===== src/rtl/jk_pkg.sv =====
// rtl/jk_pkg.sv - shared op and FSM state types for the JK bank arbiter
package jk_pkg;

    // JK operation encoding as {j,k}
    typedef enum logic [1:0] {
        JK_HOLD = 2'b00,
        JK_CLR  = 2'b01,
        JK_SET  = 2'b10,
        JK_TOG  = 2'b11
    } jk_op_e;

    // Sequencer state
    typedef enum logic {
        S_IDLE  = 1'b0,
        S_APPLY = 1'b1
    } jk_state_e;

endpackage


===== src/rtl/jk_cell.sv =====
// rtl/jk_cell.sv - single synchronous JK flip-flop with asynchronous clear
module jk_cell (
    input  logic clk,
    input  logic reset,
    input  logic j,
    input  logic k,
    output logic q
);

    // JK update: 00 hold, 01 clear, 10 set, 11 toggle
    always_ff @(posedge clk or posedge reset) begin
        if (reset) begin
            q <= 1'b0;
        end else begin
            case ({j, k})
                2'b01:   q <= 1'b0;
                2'b10:   q <= 1'b1;
                2'b11:   q <= ~q;
                default: q <= q;
            endcase
        end
    end

endmodule


===== src/rtl/jk_bank_arbiter.sv =====
// rtl/jk_bank_arbiter.sv - two-requester arbiter/sequencer over a bank of JK cells (JKA_RR_EN: round-robin grant)
module jk_bank_arbiter
    import jk_pkg::*;
#(
    parameter int WIDTH = 8,
    parameter int IDXW  = $clog2(WIDTH),
    parameter int CNTW  = 4
) (
    input  logic             clk,
    input  logic             reset,
    input  logic             req0_valid,
    output logic             req0_ready,
    input  logic [1:0]       req0_op,
    input  logic [IDXW-1:0]  req0_idx,
    input  logic [CNTW-1:0]  req0_cnt,
    output logic             req0_done,
    input  logic             req1_valid,
    output logic             req1_ready,
    input  logic [1:0]       req1_op,
    input  logic [IDXW-1:0]  req1_idx,
    input  logic [CNTW-1:0]  req1_cnt,
    output logic             req1_done,
    output logic             busy,
    output logic [WIDTH-1:0] q
);

    jk_state_e       state_q;
    jk_op_e          op_q;
    logic [IDXW-1:0] idx_q;
    logic [CNTW-1:0] rem_q;
    logic            owner_q;
    logic            busy_q;
    logic            done0_q;
    logic            done1_q;
`ifdef JKA_RR_EN
    logic            ptr_q;     // requester granted most recently
`endif

    logic             sel1_d;   // arbiter pick: 1 selects requester 1
    logic             acc0;
    logic             acc1;
    logic [WIDTH-1:0] j_vec;
    logic [WIDTH-1:0] k_vec;

    // Arbitration and combinational ready; readys are held low while in reset
    always_comb begin
        sel1_d = req1_valid;
        if (req0_valid && req1_valid) begin
`ifdef JKA_RR_EN
            sel1_d = ~ptr_q;
`else
            sel1_d = 1'b0;
`endif
        end
        req0_ready = (state_q == S_IDLE) && !reset && req0_valid && !sel1_d;
        req1_ready = (state_q == S_IDLE) && !reset && req1_valid &&  sel1_d;
    end

    assign acc0 = req0_valid && req0_ready;
    assign acc1 = req1_valid && req1_ready;

    // Sequencer: latch the granted command, count applications, pulse done on the last one
    always_ff @(posedge clk or posedge reset) begin
        if (reset) begin
            state_q <= S_IDLE;
            op_q    <= JK_HOLD;
            idx_q   <= '0;
            rem_q   <= '0;
            owner_q <= 1'b0;
            busy_q  <= 1'b0;
            done0_q <= 1'b0;
            done1_q <= 1'b0;
`ifdef JKA_RR_EN
            ptr_q   <= 1'b1;
`endif
        end else begin
            done0_q <= 1'b0;
            done1_q <= 1'b0;
            case (state_q)
                S_IDLE: begin
                    if (acc0 || acc1) begin
                        state_q <= S_APPLY;
                        busy_q  <= 1'b1;
                        owner_q <= acc1;
                        op_q    <= jk_op_e'(acc1 ? req1_op : req0_op);
                        idx_q   <= acc1 ? req1_idx : req0_idx;
                        rem_q   <= acc1 ? req1_cnt : req0_cnt;
`ifdef JKA_RR_EN
                        ptr_q   <= acc1;
`endif
                    end
                end
                S_APPLY: begin
                    if (rem_q == '0) begin
                        state_q <= S_IDLE;
                        busy_q  <= 1'b0;
                        done0_q <= ~owner_q;
                        done1_q <=  owner_q;
                    end else begin
                        rem_q <= rem_q - CNTW'(1);
                    end
                end
                default: state_q <= S_IDLE;
            endcase
        end
    end

    // Drive J/K only on the addressed cell; an out-of-range index matches no cell
    always_comb begin
        j_vec = '0;
        k_vec = '0;
        if (state_q == S_APPLY) begin
            for (int i = 0; i < WIDTH; i++) begin
                if (idx_q == IDXW'(i)) begin
                    j_vec[i] = op_q[1];
                    k_vec[i] = op_q[0];
                end
            end
        end
    end

    for (genvar g = 0; g < WIDTH; g++) begin : g_cell
        jk_cell u_cell (
            .clk   (clk),
            .reset (reset),
            .j     (j_vec[g]),
            .k     (k_vec[g]),
            .q     (q[g])
        );
    end

    assign busy      = busy_q;
    assign req0_done = done0_q;
    assign req1_done = done1_q;

endmodule

===== config.mk =====
export PLATFORM = sky130hd
export DESIGN_NAME = jk_bank_arbiter
export DESIGN_NICKNAME = d
export VERILOG_FILES = /design/src/rtl/jk_pkg.sv /design/src/rtl/jk_cell.sv /design/src/rtl/jk_bank_arbiter.sv
export SDC_FILE = /design/constraint.sdc
export NUM_CORES = 1
export LEC_CHECK = 0
export CORE_AREA = 2 2 52 54
export DETAILED_ROUTE_END_ITERATION = 7
export DIE_AREA = 0 0 54 56
export PLACE_DENSITY = 0.79
export SLEW_MARGIN = 10
export SYNTH_ARGS = -nofsm -noshare
export SYNTH_HDL_FRONTEND = slang
export SYNTH_SLANG_ARGS = --single-unit
export TNS_END_PERCENT = 20

===== constraint.sdc =====
create_clock -name clk -period 3.8 [get_ports clk]
set_clock_uncertainty 0.15 [all_clocks]
set_input_delay 0.38 -clock clk [delete_from_list [all_inputs] [get_ports clk]]
set_output_delay 0.38 -clock clk [all_outputs]
set_load 0.01 [all_outputs]

# Word level (Yosys, flattened, before mapping)
# Cells that the tools add are included.
# W data, S select, Z words.
[classes] addsub=1 eq_ne=34 n_mux=43 n_bitwise=10 n_reduce_logical=24
[ops] op="$eq A2 B2 Y1 const B" count=16
[ops] op="$mux W1" count=25
[ops] op="$pmux W1 S3" count=8
[ops] op="$reduce_bool A3 Y1" count=8
[ops] op="$eq A2 B1 Y1 const B" count=8
[ops] op="$mux W8" count=2
[ops] op="$eq A3 B3 Y1 const B" count=4
[ops] op="$mux W4" count=3
[ops] op="$not A1 Y1" count=10
[ops] op="$logic_and A1 B1 Y1" count=8
[ops] op="$pmux W4 S2" count=1
[ops] op="$eq A3 B2 Y1 const B" count=2
[ops] op="$reduce_and A2 Y1" count=3
[ops] op="$logic_not A4 Y1" count=1
[ops] op="$ne A2 B1 Y1 const B" count=2
[ops] op="$pmux W1 S2" count=2
[ops] op="$sub A4 B1 Y4 const B" count=1
[ops] op="$eq A3 B1 Y1 const B" count=1
[ops] op="$logic_not A3 Y1" count=1
[ops] op="$mux W3" count=1
[ops] op="$logic_not A1 Y1" count=2
[ops] op="$mux W2" count=1
[ops] op="$ne A2 B2 Y1 const B" count=1
[ops] op="$logic_or A1 B1 Y1" count=1
[totals] regBits=22 output_inout_bits=13

# Longest topological paths before layout
# Gate-level depths: netlist of the first run.
[logic_depth] word_depth=8 mapped_depth=6

# Cells and area by module
# From an unflattened synthesis of the first run, not the netlist that was laid out.
[hier_totals] cells_unflattened=132 area_unflattened_um2=1146.1
[modules_own_cells] mod="jk_bank_arbiter" n_inst=1 cells_per_inst=100 area_per_inst_um2=845.8 seq_area_each_um2=350.3
[modules_own_cells] mod="jk_cell" n_inst=8 cells_per_inst=4 area_per_inst_um2=37.5 seq_area_each_um2=25.0

# Worst setup path before layout of the first run
# Ideal clock, no wire load.
[synth_path] kind="register to register" start="reg rem_q[0]" end="reg rem_q[2]" arrival_time_ps=1280 required_time_ps=3524 path_slack_ps=2244 stages_incl_launch_ff=6 period_less_slack_ps=1556 cell_sequence="dfrtp_1 -> inv_1 -> ha_1 -> a21oi_1 -> mux2_2 -> a221o_1"
[synth_via] elab_chain_cells=3 word_cells_on_any_way=6 classes_between="add/sub (1); eq/ne (1); mux (2); reduce/logical (2)"
[synth_rtl] item="from (decl)" line_no="jk_bank_arbiter.sv:30" source="logic [CNTW-1:0] rem_q;"
[synth_rtl] item="from (signal assigned)" line_no="jk_bank_arbiter.sv:87" source="rem_q <= acc1 ? req1_cnt : req0_cnt;"
[synth_rtl] item="from (signal assigned)" line_no="jk_bank_arbiter.sv:100" source="rem_q <= rem_q - CNTW'(1);"
[synth_rtl] item="$sub A4 B1 Y4 or $logic_not A4 Y1 (tied branches)" line_no="jk_bank_arbiter.sv:100, jk_bank_arbiter.sv:94"
[synth_rtl] item="$mux W4 or $ne A2 B2 Y1 (tied branches)"
[synth_rtl] item="$pmux W4 S2 or $reduce_and A2 Y1 (tied branches)"
# Parallel ways exist; a longest one is shown, timed or not. The select of a mux whose other input is x is not followed.
# A chain may end at the register's enable or synchronous reset.

# Worst setup path after layout of the first run
[layout_path] start="in reset" end="out req0_ready"
[layout_via] elab_chain_cells=4
[layout_rtl] item="from (decl)" line_no="jk_bank_arbiter.sv:10" source="input logic reset,"
[layout_rtl] item="$logic_not A1 Y1 (no line)"
[layout_rtl] item="$logic_and A1 B1 Y1 (3 in a row)" line_no="jk_bank_arbiter.sv:55" source="req0_ready = (state_q == S_IDLE) && !reset && req0_valid && !sel1_d;"
[layout_rtl] item="to (decl)" line_no="jk_bank_arbiter.sv:12" source="output logic req0_ready,"
# Every way passes these cells.

==> flow_summary.html, run 1 <==
<table>
<tr><th>Metric</th><th>Value</th></tr>
<tr><th colspan="2">Detailed routing</th></tr>
<tr><td>Mean number of vias per cell</td><td>5.61</td></tr>
<tr><td>DRC Markers</td><td>0</td></tr>
<tr><td>ANT nets after route</td><td>0</td></tr>
<tr><td>Vias after detailed routing</td><td>982</td></tr>
<tr><td>Detailed Route Iter0 Violations</td><td>24</td></tr>
<tr><td>Final routed wire length divided by cell count</td><td>approximately 14 µm</td></tr>
<tr><td>Total wire length</td><td>2480 µm</td></tr>
<tr><td>Number of optimization iterations in the first detailed-route pass</td><td>4</td></tr>
<tr><th colspan="2">Power and ir drop</th></tr>
<tr><td>Portion of total power attributed to sequential cells</td><td>43.8%</td></tr>
<tr><td>Worst IR drop on VDD</td><td>0.363 mV</td></tr>
<tr><td>Power spent charging and discharging nets</td><td>417 µW</td></tr>
<tr><td>Comb pwr share</td><td>44.1%</td></tr>
<tr><td>Leak Pwr</td><td>0.634 nW</td></tr>
<tr><td>Net Sw Frac</td><td>about two fifths</td></tr>
<tr><td>P_int</td><td>656 µW</td></tr>
<tr><td>Relative contribution of the clock network to total power</td><td>12.1%</td></tr>
<tr><td>P per Cell Area</td><td>between 700 and 800 mW/mm²</td></tr>
<tr><th colspan="2">Clock network</th></tr>
<tr><td>CTS tree</td><td>built</td></tr>
<tr><td>Clock Path Buffers</td><td>2</td></tr>
<tr><td>Clock-pin slew of the registers on the worst-case setup and hold paths</td><td>0.12 ns</td></tr>
<tr><td>Inserted Clock Buffers</td><td>3</td></tr>
<tr><td>Number of instances resized during post-cts repair</td><td>0</td></tr>
<tr><td>Clock latency on the worst-skew pair</td><td>0.31 ns</td></tr>
<tr><td>Hold bufs inserted after CTS</td><td>0</td></tr>
<tr><td>Setup Buffers After CTS</td><td>0</td></tr>
<tr><td># clock sinks</td><td>22</td></tr>
<tr><td>Clock Tree Root</td><td>clkbuf_4</td></tr>
<tr><td>H-tree lvl count</td><td>1</td></tr>
<tr><th colspan="2">Timing</th></tr>
<tr><td>Endpoints failing hold</td><td>0</td></tr>
<tr><td>Max_slew headroom</td><td>46.9%</td></tr>
<tr><td>Maximum operating frequency</td><td>between 300 and 400 MHz</td></tr>
<tr><td>Unrepaired setup endpoints after global routing</td><td>no</td></tr>
<tr><td>Final clock period utilization by the worst path</td><td>66.0%</td></tr>
<tr><td>Minimum period implied by the final worst setup slack</td><td>2.51 ns</td></tr>
<tr><td>Transition at the pin with the smallest max-transition slack</td><td>0.795 ns</td></tr>
<tr><td>Setup TNS</td><td>0 ns</td></tr>
<tr><td>Total of endpoints with negative setup slack in the final report</td><td>0</td></tr>
<tr><td>Final-report max-slew violation count</td><td>0</td></tr>
<tr><th colspan="2">Place</th></tr>
<tr><td>Count of port buffers added during placement</td><td>34</td></tr>
<tr><td>Estimated wirelength of the detail-placed design</td><td>1940 µm</td></tr>
<tr><td>Final Wtd Congestion</td><td>approximately 0.80</td></tr>
<tr><td>Placed cell areas</td><td>0.00146 mm²</td></tr>
<tr><th colspan="2">Cells and area</th></tr>
<tr><td>Count of inserted antenna diode cells</td><td>0</td></tr>
<tr><td>Top library cells by usage in the layout, fill and taps aside</td><td>34 x clkdlybuf4s50_1, 22 x dfrtp_1, 11 x nand2_1</td></tr>
<tr><td>Layout cells sized above 1</td><td>10.3%</td></tr>
<tr><td>Post-route standard cell area excluding fillers</td><td>0.00150 mm²</td></tr>
<tr><td>Leading cell type in the layout, fill and taps excluded</td><td>clkdlybuf4s50_1</td></tr>
<tr><td>Synth-to-Final Area Change</td><td>27.2%</td></tr>
<tr><td>Fill cells</td><td>218</td></tr>
<tr><td>Final nets</td><td>170</td></tr>
<tr><td>Final design utilization</td><td>61.5%</td></tr>
<tr><th colspan="2">Yosys</th></tr>
<tr><td>Mapped Avg Cell Area</td><td>9.80 µm²</td></tr>
<tr><td>Post-synthesis sequential area ratio</td><td>about 47%</td></tr>
<tr><td>Distinct cell type count after synthesis</td><td>32</td></tr>
<tr><td>Yosys synthesis warning count</td><td>0</td></tr>
<tr><td>FFs w/ async S/R, synth</td><td>100%</td></tr>
<tr><td>Post-synthesis instance area</td><td>0.00118 mm²</td></tr>
<tr><td>Number of enable flip-flop cells after synthesis</td><td>0</td></tr>
<tr><td>Mapped Nets</td><td>around 140</td></tr>
<tr><td>Number of synthesized register bits</td><td>22</td></tr>
<tr><td>Gate count after technology mapping</td><td>120</td></tr>
<tr><td>Primary FF master, synth</td><td>dfrtp_1</td></tr>
<tr><th colspan="2">Floorplan</th></tr>
<tr><td>Number of top-level pins</td><td>35</td></tr>
<tr><td>Floorplan die area</td><td>0.00302 mm²</td></tr>
<tr><td>Std-Cell Rows</td><td>18</td></tr>
<tr><td>DIE WIDTH</td><td>roughly 54 µm</td></tr>
<tr><td>Standard cell core area</td><td>0.00243 mm²</td></tr>
<tr><td>Die height</td><td>56 µm</td></tr>
<tr><td>Initial Util</td><td>between 40 and 50%</td></tr>
<tr><th colspan="2">Hold path</th></tr>
<tr><td>Hold Path Cell Cnt</td><td>1</td></tr>
<tr><td>Class of the tightest hold or removal check</td><td>register to register</td></tr>
<tr><td>Source of the worst hold timing path</td><td>owner_q</td></tr>
<tr><th colspan="2">Global route</th></tr>
<tr><td>Wire length of the first global-routing pass</td><td>4040 µm</td></tr>
<tr><td>Total routing usage reported by global routing</td><td>18.4%</td></tr>
<tr><td>Largest net degree at the start of global routing</td><td>23</td></tr>
<tr><td>Via count of the first global-routing pass</td><td>roughly 930</td></tr>
<tr><td>Leftover overflow at the end of global routing</td><td>0</td></tr>
<tr><td>Initial antenna violation count</td><td>0</td></tr>
<tr><th colspan="2">Critical path</th></tr>
<tr><td>Most common cell type on the critical path</td><td>clkdlybuf4s50_1</td></tr>
<tr><td>Peak per-stage delay on the critical path</td><td>between 0.5 and 0.6 ns</td></tr>
<tr><td>Critical path launch point type</td><td>input pin</td></tr>
<tr><td>Capture point of the worst reg-to-reg path</td><td>rem_q[1]</td></tr>
<tr><td>Slowest cell on crit path</td><td>clkdlybuf4s50_1</td></tr>
<tr><td>Critical-path maximum fanout</td><td>9</td></tr>
<tr><td>Setup Crit Path Kind</td><td>input pin to output port</td></tr>
<tr><td>Critical Path End Type</td><td>output port</td></tr>
<tr><td>Crit. Startpoint</td><td>reset</td></tr>
<tr><td>Logic depth of the worst register-to-register path</td><td>6</td></tr>
<tr><td>Worst setup path endpoint</td><td>req0_ready</td></tr>
<tr><td>Arrival time at the worst endpoint</td><td>1.98 ns</td></tr>
<tr><td>Critical Path RT</td><td>3.27 ns</td></tr>
<tr><td>Reg2reg setup slack</td><td>roughly 2 ns</td></tr>
<tr><td>CP cell instances</td><td>clkdlybuf4s50_1 &gt; or2_2 &gt; nor2_1 &gt; clkdlybuf4s50_1</td></tr>
<tr><td>Worst reg2reg path startpoint</td><td>rem_q[0]</td></tr>
<tr><th colspan="2">Run status</th></tr>
<tr><td>Outcome</td><td>complete, no violations</td></tr>
<tr><th colspan="2">Run</th></tr>
<tr><td>Max-cap viol count</td><td>0</td></tr>
</table>
-- flip-flops by register name, summed over array words and instances (netlist names) --
name	cells
state_q	1
idx_q	3
owner_q	1
op_q	2
g_cell.u_cell.q	8
rem_q	4
busy	1
req0_done	1
req1_done	1
-- metrics by stage --
step	power, mW	hold slack, ns	setup slack [ns]	std cells
6_report	1.07	0.335	1.29	175
5_1_grt	1.15	0.352	1.20	175
4_1_cts	1.08	0.335	1.29	175
3_5_place_dp	0.950	0.317	1.31	171
3_3_place_gp	0.918	0.307	1.36	171
2_1_floorplan	0.809	0.219	2.24	120
-- metal layers --
metal	GRT usage (%)	share of wire, %	wire length, µm
met1	23.3	44	1100
met3	3.76	4.7	117
met5	0	0	0
met2	28.0	49	1200
met4	11.1	2.4	60
-- worst min path at each step --
stage | end | slack, ns
floorplan | busy | 0.22
global placement | req0_done | 0.31
detailed placement | req0_done | 0.32
CTS | req0_done | 0.33
global route | g_cell[4].u_cell.q | 0.35
finish | req0_done | 0.34
-- cell usage after synthesis, drive strengths merged, types with 3 or more instances --
master	number	area [µm²]
dfrtp	22	551
inv	6	22.5
o21ai	8	43.8
a21oi	6	30.0
nor2b	4	27.5
nor2	10	37.5
a22oi	7	52.6
nand2	11	41.3
a41oi	3	26.3
nor3b	3	32.5
buf	11	86.3
a31oi	9	56.3
-- cells by family after synthesis --
kind of cell,synth area share (%)
AND/OR/NAND/NOR,17.4
flip-flops,46.8
adder cells (fa/ha/maj),2.13
multiplexers,1.91
buffers and inverters,9.89
AO/OA/AOI/OAI,21.8
-- critical path, delay by kind of cell --
kind	cells	cell delay [ns]
buf+inv	2	1.04
simple gates	2	0.56
-- power by group through the flow --
stage	clock network, mW	logic (mW)	registers (mW)
2_1_floorplan	0	0.382	0.427
3_5_place_dp	0	0.474	0.476
4_1_cts	0.131	0.476	0.469
5_1_grt	0.141	0.526	0.487
6_report	0.129	0.474	0.470
3_3_place_gp	0	0.454	0.464
-- area by class of cell --
cell class	instances	area [µm²]	share of cell area, %
Sequential cell	22	551	36.8
Timing Repair Buffer	34	340	22.7
Tap cell	30	37.5	2.51
Clock buffer	4	36.3	2.42
Multi-Input combinational cell	79	509	34.0
Inverter	6	22.5	1.51
No activity file was read; power rests on OpenSTA's default activity.
==> inputs of run 2 (changes only) <==
CORE_AREA = 2 2 54 56   (was 2 2 52 54)
DIE_AREA = 0 0 56 58   (was 0 0 54 56)
PLACE_DENSITY = 0.74   (was 0.79)
clock period = 2.47 ns   (was 3.8 ns; I/O delays follow)
==> flow_summary.html, run 2 (synthesized netlist as in run 1, its figures left out) <==
<table>
<tr><th>Metric</th><th>Value</th></tr>
<tr><th colspan="2">Cells and area</th></tr>
<tr><td>Layout cells sized above 1</td><td>11.0%</td></tr>
<tr><td>Top library cells by usage in the layout, fill and taps aside</td><td>34 x clkdlybuf4s50_1, 22 x dfrtp_1, 11 x nand2_1</td></tr>
<tr><td>Count of inserted antenna diode cells</td><td>0</td></tr>
<tr><td>Registers with the most flip-flops</td><td>g_cell.u_cell.q: 8 flops, rem_q: 4 flops, idx_q: 3 flops</td></tr>
<tr><td>Post-route standard cell area excluding fillers</td><td>0.00150 mm²</td></tr>
<tr><td>Leading cell type in the layout, fill and taps excluded</td><td>clkdlybuf4s50_1</td></tr>
<tr><td>Final nets</td><td>172</td></tr>
<tr><td>Largest register by flop count</td><td>g_cell.u_cell.q</td></tr>
<tr><td>Largest register FFs</td><td>8</td></tr>
<tr><td>Synth-to-Final Area Change</td><td>27.4%</td></tr>
<tr><th colspan="2">Clock network</th></tr>
<tr><td># clock sinks</td><td>22</td></tr>
<tr><td>Number of instances resized during post-cts repair</td><td>0</td></tr>
<tr><td>Clock-pin slew of the registers on the worst-case setup and hold paths</td><td>about 0.11 ns</td></tr>
<tr><td>Clock Tree Root</td><td>clkbuf_4</td></tr>
<tr><td>H-tree lvl count</td><td>1</td></tr>
<tr><td>Clock Path Buffers</td><td>2</td></tr>
<tr><td>CTS tree</td><td>built</td></tr>
<tr><td>Inserted Clock Buffers</td><td>3</td></tr>
<tr><td>Hold bufs inserted after CTS</td><td>0</td></tr>
<tr><td>Setup Buffers After CTS</td><td>0</td></tr>
<tr><td>Clock latency on the worst-skew pair</td><td>approximately 0.30 ns</td></tr>
<tr><th colspan="2">Power and ir drop</th></tr>
<tr><td>Leak Pwr</td><td>about 0.64 nW</td></tr>
<tr><td>P per Cell Area</td><td>around 1100 mW/mm²</td></tr>
<tr><td>Worst IR drop on VDD</td><td>0.582 mV</td></tr>
<tr><td>Pwr Total</td><td>1.61 mW</td></tr>
<tr><th colspan="2">Detailed routing</th></tr>
<tr><td>Final routed wire length divided by cell count</td><td>13.0 µm</td></tr>
<tr><td>ANT nets after route</td><td>0</td></tr>
<tr><td>DRC Markers</td><td>0</td></tr>
<tr><td>Detailed Route Iter0 Violations</td><td>24</td></tr>
<tr><td>Total wire length</td><td>approximately 2300 µm</td></tr>
<tr><td>Vias after detailed routing</td><td>986</td></tr>
<tr><td>Number of optimization iterations in the first detailed-route pass</td><td>4</td></tr>
<tr><td>Mean number of vias per cell</td><td>between 5 and 6</td></tr>
<tr><th colspan="2">Floorplan</th></tr>
<tr><td>DIE WIDTH</td><td>56 µm</td></tr>
<tr><td>Standard cell core area</td><td>0.00266 mm²</td></tr>
<tr><td>Floorplan die area</td><td>0.00325 mm²</td></tr>
<tr><td>Die height</td><td>58 µm</td></tr>
<tr><td>Std-Cell Rows</td><td>19</td></tr>
<tr><td>Number of top-level pins</td><td>35</td></tr>
<tr><td>Initial Util</td><td>between 40% and 50%</td></tr>
<tr><th colspan="2">Global route</th></tr>
<tr><td>Leftover overflow at the end of global routing</td><td>0</td></tr>
<tr><td>Total routing usage reported by global routing</td><td>15.4%</td></tr>
<tr><td>Largest net degree at the start of global routing</td><td>23</td></tr>
<tr><td>Initial antenna violation count</td><td>0</td></tr>
<tr><td>Wire length of the first global-routing pass</td><td>3910 µm</td></tr>
<tr><td>Via count of the first global-routing pass</td><td>924</td></tr>
<tr><th colspan="2">Critical path</th></tr>
<tr><td>Critical Path RT</td><td>2.07 ns</td></tr>
<tr><td>Critical path launch point type</td><td>input pin</td></tr>
<tr><td>Arrival time at the worst endpoint</td><td>1.83 ns</td></tr>
<tr><td>Crit. Startpoint</td><td>reset</td></tr>
<tr><td>Critical-path maximum fanout</td><td>9</td></tr>
<tr><td>Setup Crit Path Kind</td><td>input pin to output port</td></tr>
<tr><td>Worst reg2reg path startpoint</td><td>rem_q[0]</td></tr>
<tr><td>Critical Path End Type</td><td>output port</td></tr>
<tr><td>Reg2reg setup slack</td><td>0.72 ns</td></tr>
<tr><th colspan="2">Timing</th></tr>
<tr><td>Unrepaired setup endpoints after global routing</td><td>no</td></tr>
<tr><td>Tightest hold margin</td><td>~0.32 ns</td></tr>
<tr><td>Final-report max-slew violation count</td><td>0</td></tr>
<tr><td>Setup TNS</td><td>0 ns</td></tr>
<tr><td>Transition at the pin with the smallest max-transition slack</td><td>0.796 ns</td></tr>
<tr><td>Final clock period utilization by the worst path</td><td>90.1%</td></tr>
<tr><td>Endpoints failing hold</td><td>0</td></tr>
<tr><td>Final Worst Setup Slack</td><td>around 0.25 ns</td></tr>
<tr><td>Max_slew headroom</td><td>46.9%</td></tr>
<tr><td>Total of endpoints with negative setup slack in the final report</td><td>0</td></tr>
<tr><td>Minimum period implied by the final worst setup slack</td><td>2.22 ns</td></tr>
<tr><td>Maximum operating frequency</td><td>449 MHz</td></tr>
<tr><th colspan="2">Place</th></tr>
<tr><td>Placed cell areas</td><td>about 0.0015 mm²</td></tr>
<tr><td>Estimated wirelength of the detail-placed design</td><td>1780 µm</td></tr>
<tr><td>Final Wtd Congestion</td><td>0.733</td></tr>
<tr><td>Count of port buffers added during placement</td><td>34</td></tr>
<tr><td>Worst slack at placement</td><td>0.258 ns</td></tr>
<tr><th colspan="2">Run status</th></tr>
<tr><td>Outcome</td><td>complete, no violations</td></tr>
<tr><th colspan="2">Run</th></tr>
<tr><td>Max-cap viol count</td><td>0</td></tr>
<tr><th colspan="2">Hold path</th></tr>
<tr><td>Class of the tightest hold or removal check</td><td>register to register</td></tr>
<tr><td>Source of the worst hold timing path</td><td>owner_q</td></tr>
</table>
run 2: changes by cell type in the layout (fill, tap and decap cells not counted), sizes merged:
cell / delta
buf: +2
clkbuf: -1
run 2: worst max-delay path, cell delays in order:
cell	delay [ns]
clkdlybuf4s50_1	0.47
or2_2	0.40
nor2_1	0.15
clkdlybuf4s50_1	0.56
run 2: report_power, final:
| part | switching [mW] | internal [mW] |
|---|---|---|
| Combinational | 0.352 | 0.402 |
| Clock | 0.102 | 0.0569 |
| Sequential | 0.168 | 0.531 |
| Total | 0.622 | 0.989 |
run 2: path summary, 6_finish.rpt:
path / end / cells past startpoint
worst min register to register: req0_done / 1
max in group asynchronous: rem_q[0] / 2
worst max register to register: rem_q[1] / 6
worst max-delay path: req0_ready / 4
min in group asynchronous: idx_q[2] / 2
worst min-delay path: req0_done / 1
run 2: final cells by class:
| class | count | area (µm²) |
|---|---|---|
| Fill cell | 250 | 1160 |
| Sequential cell | 22 | 551 |
| Multi-Input combinational cell | 79 | 509 |
| Timing Repair Buffer | 36 | 355 |
| Tap cell | 31 | 38.8 |
| Clock buffer | 3 | 22.5 |
| Inverter | 6 | 22.5 |
run 2: stage by stage:
| step | utilization, % | instances |
|---|---|---|
| 2_1_floorplan | - | 120 |
| 3_3_place_gp | 55.5 | 174 |
| 3_5_place_dp | 55.5 | 174 |
| 4_1_cts | 56.3 | 177 |
| 5_1_grt | 56.3 | 177 |
| 6_report | 56.3 | 177 |
run 2: layer usage:
metal | track usage, % | vias up | share of wire [%]
li1 | - | 479 | -
met1 | 18.2 | 464 | 46
met2 | 27.2 | 39 | 46
met3 | 1.79 | 4 | 5.8
met4 | 9.18 | 0 | 2.3
met5 | 0 | - | 0
==> inputs of run 3 (changes only) <==
SLEW_MARGIN = unset   (was 10)
==> results of run 3 <==
Final layout, timing and power as in run 2 (identical DEF).
